<file path="config.mk">
export PLATFORM = sky130hd
export DESIGN_NAME = spi_tx_queue
export DESIGN_NICKNAME = d
export VERILOG_FILES = /design/src/rtl/spi_tx_queue.sv
export SDC_FILE = /design/constraint.sdc
export NUM_CORES = 1
export LEC_CHECK = 0
export ABC_AREA = 1
export BUFFER_PORTS_ARGS = -buffer_cell sky130_fd_sc_hd__buf_4
export CORE_UTILIZATION = 61
export DETAILED_ROUTE_END_ITERATION = 6
export GPL_TIMING_DRIVEN = 0
export PLACE_DENSITY_LB_ADDON = 0.15
export RECOVER_POWER = 25
export SLEW_MARGIN = 30
export SYNTH_ARGS = -nofsm -noshare
export SYNTH_HDL_FRONTEND = slang
export SYNTH_SLANG_ARGS = --single-unit
export TNS_END_PERCENT = 10
</file>
<file path="constraint.sdc">
create_clock -name clk -period 3.2 [get_ports clk]
set_input_delay 0 -clock clk [delete_from_list [all_inputs] [get_ports clk]]
set_output_delay 0 -clock clk [all_outputs]
set_load 0.02 [all_outputs]
</file>
<file path="src/rtl/spi_tx_queue.sv">
// ---------------------------------------------------------------------------------------------
// spi_tx_queue
//
// Transmit queue in front of an SPI master. Words written by the host are buffered in a
// circular FIFO. A small sequencer pops one word at a time and presents it on spi_data. It
// then issues a one-cycle spi_start request and follows the master's chip select through one
// low/high cycle before it fetches the next word.
//
// Optional feature (macro SPI_TXQ_TERM_EN):
//   When defined, a terminator word TERM_CHAR is sent once after the last word of each burst,
//   that is when the FIFO has drained after at least one word has been popped. When the macro
//   is undefined, the TERM state and the pending flag do not exist and TERM_CHAR is unused.
//
// Parameters:
//   DATA_WIDTH - width of each queued word and of spi_data
//   DEPTH      - FIFO capacity in words (power of two, >= 2)
//   TERM_CHAR  - terminator word (only used with SPI_TXQ_TERM_EN)
//
// Ports:
//   clk        in   system clock, rising edge
//   rst        in   synchronous active-low reset
//   wr_en      in   push strobe
//   wr_data    in   word to push
//   cs         in   active-low chip select from the SPI master (low = transfer in progress)
//   spi_start  out  one-cycle request to start one word transfer
//   spi_data   out  word being transferred, held from spi_start until the transfer completes
//   full       out  FIFO holds DEPTH words (registered)
//   empty      out  FIFO holds no words (registered)
//   level      out  number of words in the FIFO (registered)
//   overflow   out  one-cycle pulse after a write was dropped because the FIFO was full
//   busy       out  sequencer is not idle
// ---------------------------------------------------------------------------------------------
module spi_tx_queue #(
    parameter int unsigned               DATA_WIDTH = 8,
    parameter int unsigned               DEPTH      = 16,
    parameter logic [DATA_WIDTH-1:0]     TERM_CHAR  = DATA_WIDTH'(8'h0D)
) (
    input  logic                         clk,
    input  logic                         rst,
    input  logic                         wr_en,
    input  logic [DATA_WIDTH-1:0]        wr_data,
    input  logic                         cs,
    output logic                         spi_start,
    output logic [DATA_WIDTH-1:0]        spi_data,
    output logic                         full,
    output logic                         empty,
    output logic [$clog2(DEPTH+1)-1:0]   level,
    output logic                         overflow,
    output logic                         busy
);

    localparam int unsigned PtrW = $clog2(DEPTH);
    localparam int unsigned LvlW = $clog2(DEPTH+1);

    typedef enum logic [2:0] {
        StIdle,
        StStart,
        StWaitLow,
        StWaitHigh
`ifdef SPI_TXQ_TERM_EN
        ,
        StTerm
`endif
    } state_e;

    // -----------------------------------------------------------------------------------------
    // Storage and state
    // -----------------------------------------------------------------------------------------
    logic [DATA_WIDTH-1:0] mem [DEPTH];

    logic [PtrW-1:0]       wr_ptr_q, wr_ptr_d;
    logic [PtrW-1:0]       rd_ptr_q, rd_ptr_d;
    logic [LvlW-1:0]       level_q, level_d;
    logic                  full_q, full_d;
    logic                  empty_q, empty_d;
    logic                  overflow_q, overflow_d;

    state_e                state_q, state_d;
    logic                  spi_start_q, spi_start_d;
    logic [DATA_WIDTH-1:0] spi_data_q, spi_data_d;

    logic                  push;
    logic                  pop;

`ifdef SPI_TXQ_TERM_EN
    logic                  pending_q, pending_d;
`else
    logic                  unused_term_char;
    assign unused_term_char = ^TERM_CHAR;
`endif

    // A write is judged against the registered full flag, so a pop in the same cycle does not
    // rescue it; the word is dropped and reported one cycle later.
    assign push = wr_en & ~full_q;

    // -----------------------------------------------------------------------------------------
    // FIFO bookkeeping
    // -----------------------------------------------------------------------------------------
    always_comb begin
        wr_ptr_d   = wr_ptr_q;
        rd_ptr_d   = rd_ptr_q;
        level_d    = level_q;
        overflow_d = wr_en & full_q;

        // DEPTH is a power of two, so the natural pointer roll-over wraps DEPTH-1 -> 0.
        if (push) begin
            wr_ptr_d = wr_ptr_q + PtrW'(1);
        end
        if (pop) begin
            rd_ptr_d = rd_ptr_q + PtrW'(1);
        end

        level_d = level_q + LvlW'(push) - LvlW'(pop);
        full_d  = (level_d == LvlW'(DEPTH));
        empty_d = (level_d == '0);
    end

    always_ff @(posedge clk) begin
        if (!rst) begin
            wr_ptr_q   <= '0;
            rd_ptr_q   <= '0;
            level_q    <= '0;
            full_q     <= 1'b0;
            empty_q    <= 1'b1;
            overflow_q <= 1'b0;
        end else begin
            wr_ptr_q   <= wr_ptr_d;
            rd_ptr_q   <= rd_ptr_d;
            level_q    <= level_d;
            full_q     <= full_d;
            empty_q    <= empty_d;
            overflow_q <= overflow_d;
        end
    end

    // Storage needs no reset; the pointers define which entries are valid.
    always_ff @(posedge clk) begin
        if (rst && push) begin
            mem[wr_ptr_q] <= wr_data;
        end
    end

    // -----------------------------------------------------------------------------------------
    // Transfer sequencer
    // -----------------------------------------------------------------------------------------
    always_comb begin
        state_d     = state_q;
        spi_data_d  = spi_data_q;
        pop         = 1'b0;
        // The request is registered, so it appears in the cycle after the START state.
        spi_start_d = (state_q == StStart);
`ifdef SPI_TXQ_TERM_EN
        pending_d   = pending_q;
`endif

        unique case (state_q)
            StIdle: begin
                if (!empty_q) begin
                    pop        = 1'b1;
                    spi_data_d = mem[rd_ptr_q];
                    state_d    = StStart;
                end
            end

            StStart: begin
                state_d = StWaitLow;
            end

            StWaitLow: begin
                if (!cs) begin
                    state_d = StWaitHigh;
                end
            end

            StWaitHigh: begin
                if (cs) begin
`ifdef SPI_TXQ_TERM_EN
                    // Burst drained after real data went out: close it with one terminator.
                    if (empty_q && pending_q) begin
                        state_d = StTerm;
                    end else begin
                        state_d = StIdle;
                    end
`else
                    state_d = StIdle;
`endif
                end
            end

`ifdef SPI_TXQ_TERM_EN
            StTerm: begin
                spi_data_d = TERM_CHAR;
                pending_d  = 1'b0;
                state_d    = StStart;
            end
`endif

            default: begin
                state_d = StIdle;
            end
        endcase

`ifdef SPI_TXQ_TERM_EN
        // Only FIFO pops mark a burst as open; the terminator itself never does.
        if (pop) begin
            pending_d = 1'b1;
        end
`endif
    end

    always_ff @(posedge clk) begin
        if (!rst) begin
            state_q     <= StIdle;
            spi_start_q <= 1'b0;
            spi_data_q  <= '0;
        end else begin
            state_q     <= state_d;
            spi_start_q <= spi_start_d;
            spi_data_q  <= spi_data_d;
        end
    end

`ifdef SPI_TXQ_TERM_EN
    always_ff @(posedge clk) begin
        if (!rst) begin
            pending_q <= 1'b0;
        end else begin
            pending_q <= pending_d;
        end
    end
`endif

    // -----------------------------------------------------------------------------------------
    // Outputs
    // -----------------------------------------------------------------------------------------
    assign spi_start = spi_start_q;
    assign spi_data  = spi_data_q;
    assign full      = full_q;
    assign empty     = empty_q;
    assign level     = level_q;
    assign overflow  = overflow_q;
    assign busy      = (state_q != StIdle);

endmodule

</file>
==> results.ini <==
[status]
outcome = complete, no violations

[timing]
period_share_pct = 82.40
whs_ns = 0.2636
relSlewSlack_pct = 36.88
hold_viol = 0
fin_ws_ns = 0.5631
setup_viol = 0
finClkSkew_ns = 0.004921
report.final.slew_viol_count = 0
rsz0062_at_grt = false
tns_ns = 0
tightest_slew_ns = 0.9468
fmax_mhz = 379.2
period_minus_slack_ns = 2.637

[yosys]
ys_seq_elements = 155
yosysWarnings = 0
synthesis.area_mm2 = 0.006544
syn_area_per_cell_um2 = 10.78
ys_types = 21
syn_inst = 607
synth_top_area_share_pct = 58.74
ys_seq_area_share_pct = 67.00
syn_nets = 635
yosysTopAreaCell = edfxtp_1
synth_area_leaders = edfxtp_1, nand2_1, nand3_1, dfxtp_1, ha_1

[clock_tree]
insertion_delay_ns = 0.53
cts_setup_buffers = 0
cts_sinks = 155
cts_buffers = 17
cts_buffer_depth = 2
htree_num_levels = 4
cts_root_buf = clkbuf_8
cts_tree = built
cts_resized = 0
clk_pin_slew_ns = 0.06

[place]
dp_cells = 772
place.gp.congestion = 0.8792
port_buffers = 29
preCtsSetupSlack_ns = 0.6052
placed_area_mm2 = 0.006932
dp_hpwl_mm = 9.665

[cells_and_area]
drive_gt1_share_pct = 12.96
multi_input_area_mm2 = 0.001798
diodes = 0
fin_cells = 815
area_delta_synth_final_pct = 16.56
post-route-util_pct = 73.55
fin_nets = 694
seq_area_mm2 = 0.004384
design_area_mm2 = 0.007627
fillers = 695

[worst_setup_path]
slowest_delay_ns = 0.42
cp_top_family = adder cells
path_buf_inv = 4
critPathKind = reg2reg
critPathCaptureType = register
crit_required_ns = 3.68
start_kind = register
worstSetupPathDepth = 15
r2r_cells = 15
slowest_stage = fa_1
cp_data_arrival_time_ns = 3.11
path_cells = inv_1 -> ha_1 -> inv_2 -> nor2_1 -> buf_2 -> ha_1 -> inv_1 -> ha_1 -> fa_1 -> nand3_1 -> nand2_1 -> nand2_1 -> nand2_1 -> nor2_1 -> and3_1
crit_fanout = 10

[detailed_routing]
totalWireLength_mm = 14.86
first_pass_iters = 5
vias = 4669
dr.first_iter.drc_count = 423
viasPerCell = 5.729
wire_per_inst_um = 18.23
ant_nets = 0
drc_errors = 0

[die]
fp.dieArea_mm2 = 0.01115
boundaryPins = 30
die_y_um = 105.6
fp.coreArea_mm2 = 0.01037
num_rows = 37
die_w_um = 105.6
start_util_pct = 63.10

[power_and_ir_drop]
p_per_area_mw_per_mm2 = 862.9
finalPower_mw = 6.582
ir_worst_vdd_mv = 0.4745
power_leakage_nw = 3.018

[global_routing]
antenna_found_initial = 0
overflow = 0
grt_pass1_wl_mm = 23.49
grt_pass1_vias = 4529
grt_max_degree = 17
grtUsageTotal_pct = 29.20

[worst_hold_path]
hold_depth = 4
hold_path.class = in2reg

[job]
maxCapViolCount = 0

cell usage after synthesis:
library cell and n:
nand2_1 185, edfxtp_1 128, nand3_1 115, nor2_1 46, inv_1 28, dfxtp_1 27
ha_1 15, buf_2 14, buf_6 13, a21oi_1 7, inv_2 7, o21ai_1 6
nor3_1 4, xor2_1 4, clkbuf_1 2, a22o_1 1, and3_1 1, fa_1 1
inv_4 1, nor2_2 1, nor4_1 1
power breakdown:
group / internal [mW] / leakage (nW) / total, mW / switching, mW
Combinational: 0.741 / 1.36 / 2.09 / 1.35
Sequential: 2.33 / 1.38 / 2.42 / 0.0895
Clock: 1.27 / 0.282 / 2.07 / 0.806
tightest hold or removal path: cells and delay by family:
| kind | cells | cell delay (ns) |
|---|---|---|
| and+or+nand+nor | 2 | 0.13 |
| buffers and inverters | 2 | 0.62 |
cell type report:
type	count	area share [%]
repair buffers	40	3.953
flip-flops and latches	155	57.48
plain buffers	29	2.936
well taps	136	2.231
clock inverters	15	2.592
inverters	36	1.804
clock buffers	17	5.430
multi-input cells	387	23.57
cells in the final DEF, fill, tap and decap left out, drive strengths merged:
cell	synthesis	final
nand2	185	185
edfxtp	128	128
nand3	115	115
buf	27	49
nor2	47	47
inv	36	38
dfxtp	27	27
clkbuf	2	26
ha	15	15
dlygate4sd3	0	11
a21oi	7	7
o21ai	6	6
clkinvlp	0	5
nor3	4	4
xor2	4	4
bufinv	0	4
clkinv	0	4
a22o	1	1
nor4	1	1
and3	1	1
fa	1	1
layer usage:
metal  global-route usage, %  wire (µm)  share of wire [%]
met5                       0          0                  0
met4                   14.38        434                2.9
met1                   39.29       6140                 41
met2                   45.72       7001                 47
met3                   5.937       1279                8.6
flip-flops by register name (all words and copies together), names as in the netlist, 2 cells and up:
name,count
level,5
mem,128
rd_ptr_q,4
spi_data,8
state_q,2
wr_ptr_q,4
cells by family after synthesis:
logic type	count (synthesis)	synth area share, %
adders and majority gates	16	3.174
DFF	155	67.00
and+or+nand+nor	353	22.64
xor gates and xnor gates	4	0.5353
AOI/OAI and AO/OA	14	1.128
buffers and inverters	65	5.526
path summary, 6_finish.rpt:
| check | from | to | slack (ns) |
|---|---|---|---|
| max | state_q[0] | full | 0.56 |
| min | wr_en | overflow | 0.26 |
| max reg2reg | state_q[0] | full | 0.56 |
| min reg2reg | full | overflow | 0.49 |
what timing repair did:
| item | 4_1_cts | 5_1_grt |
|---|---|---|
| hold buffers | 11 | 0 |
| setup endpoints to repair | 0 | 0 |
| hold endpoints to repair | 141 | 0 |
Note: power is estimated with default switching activity, not from simulation.
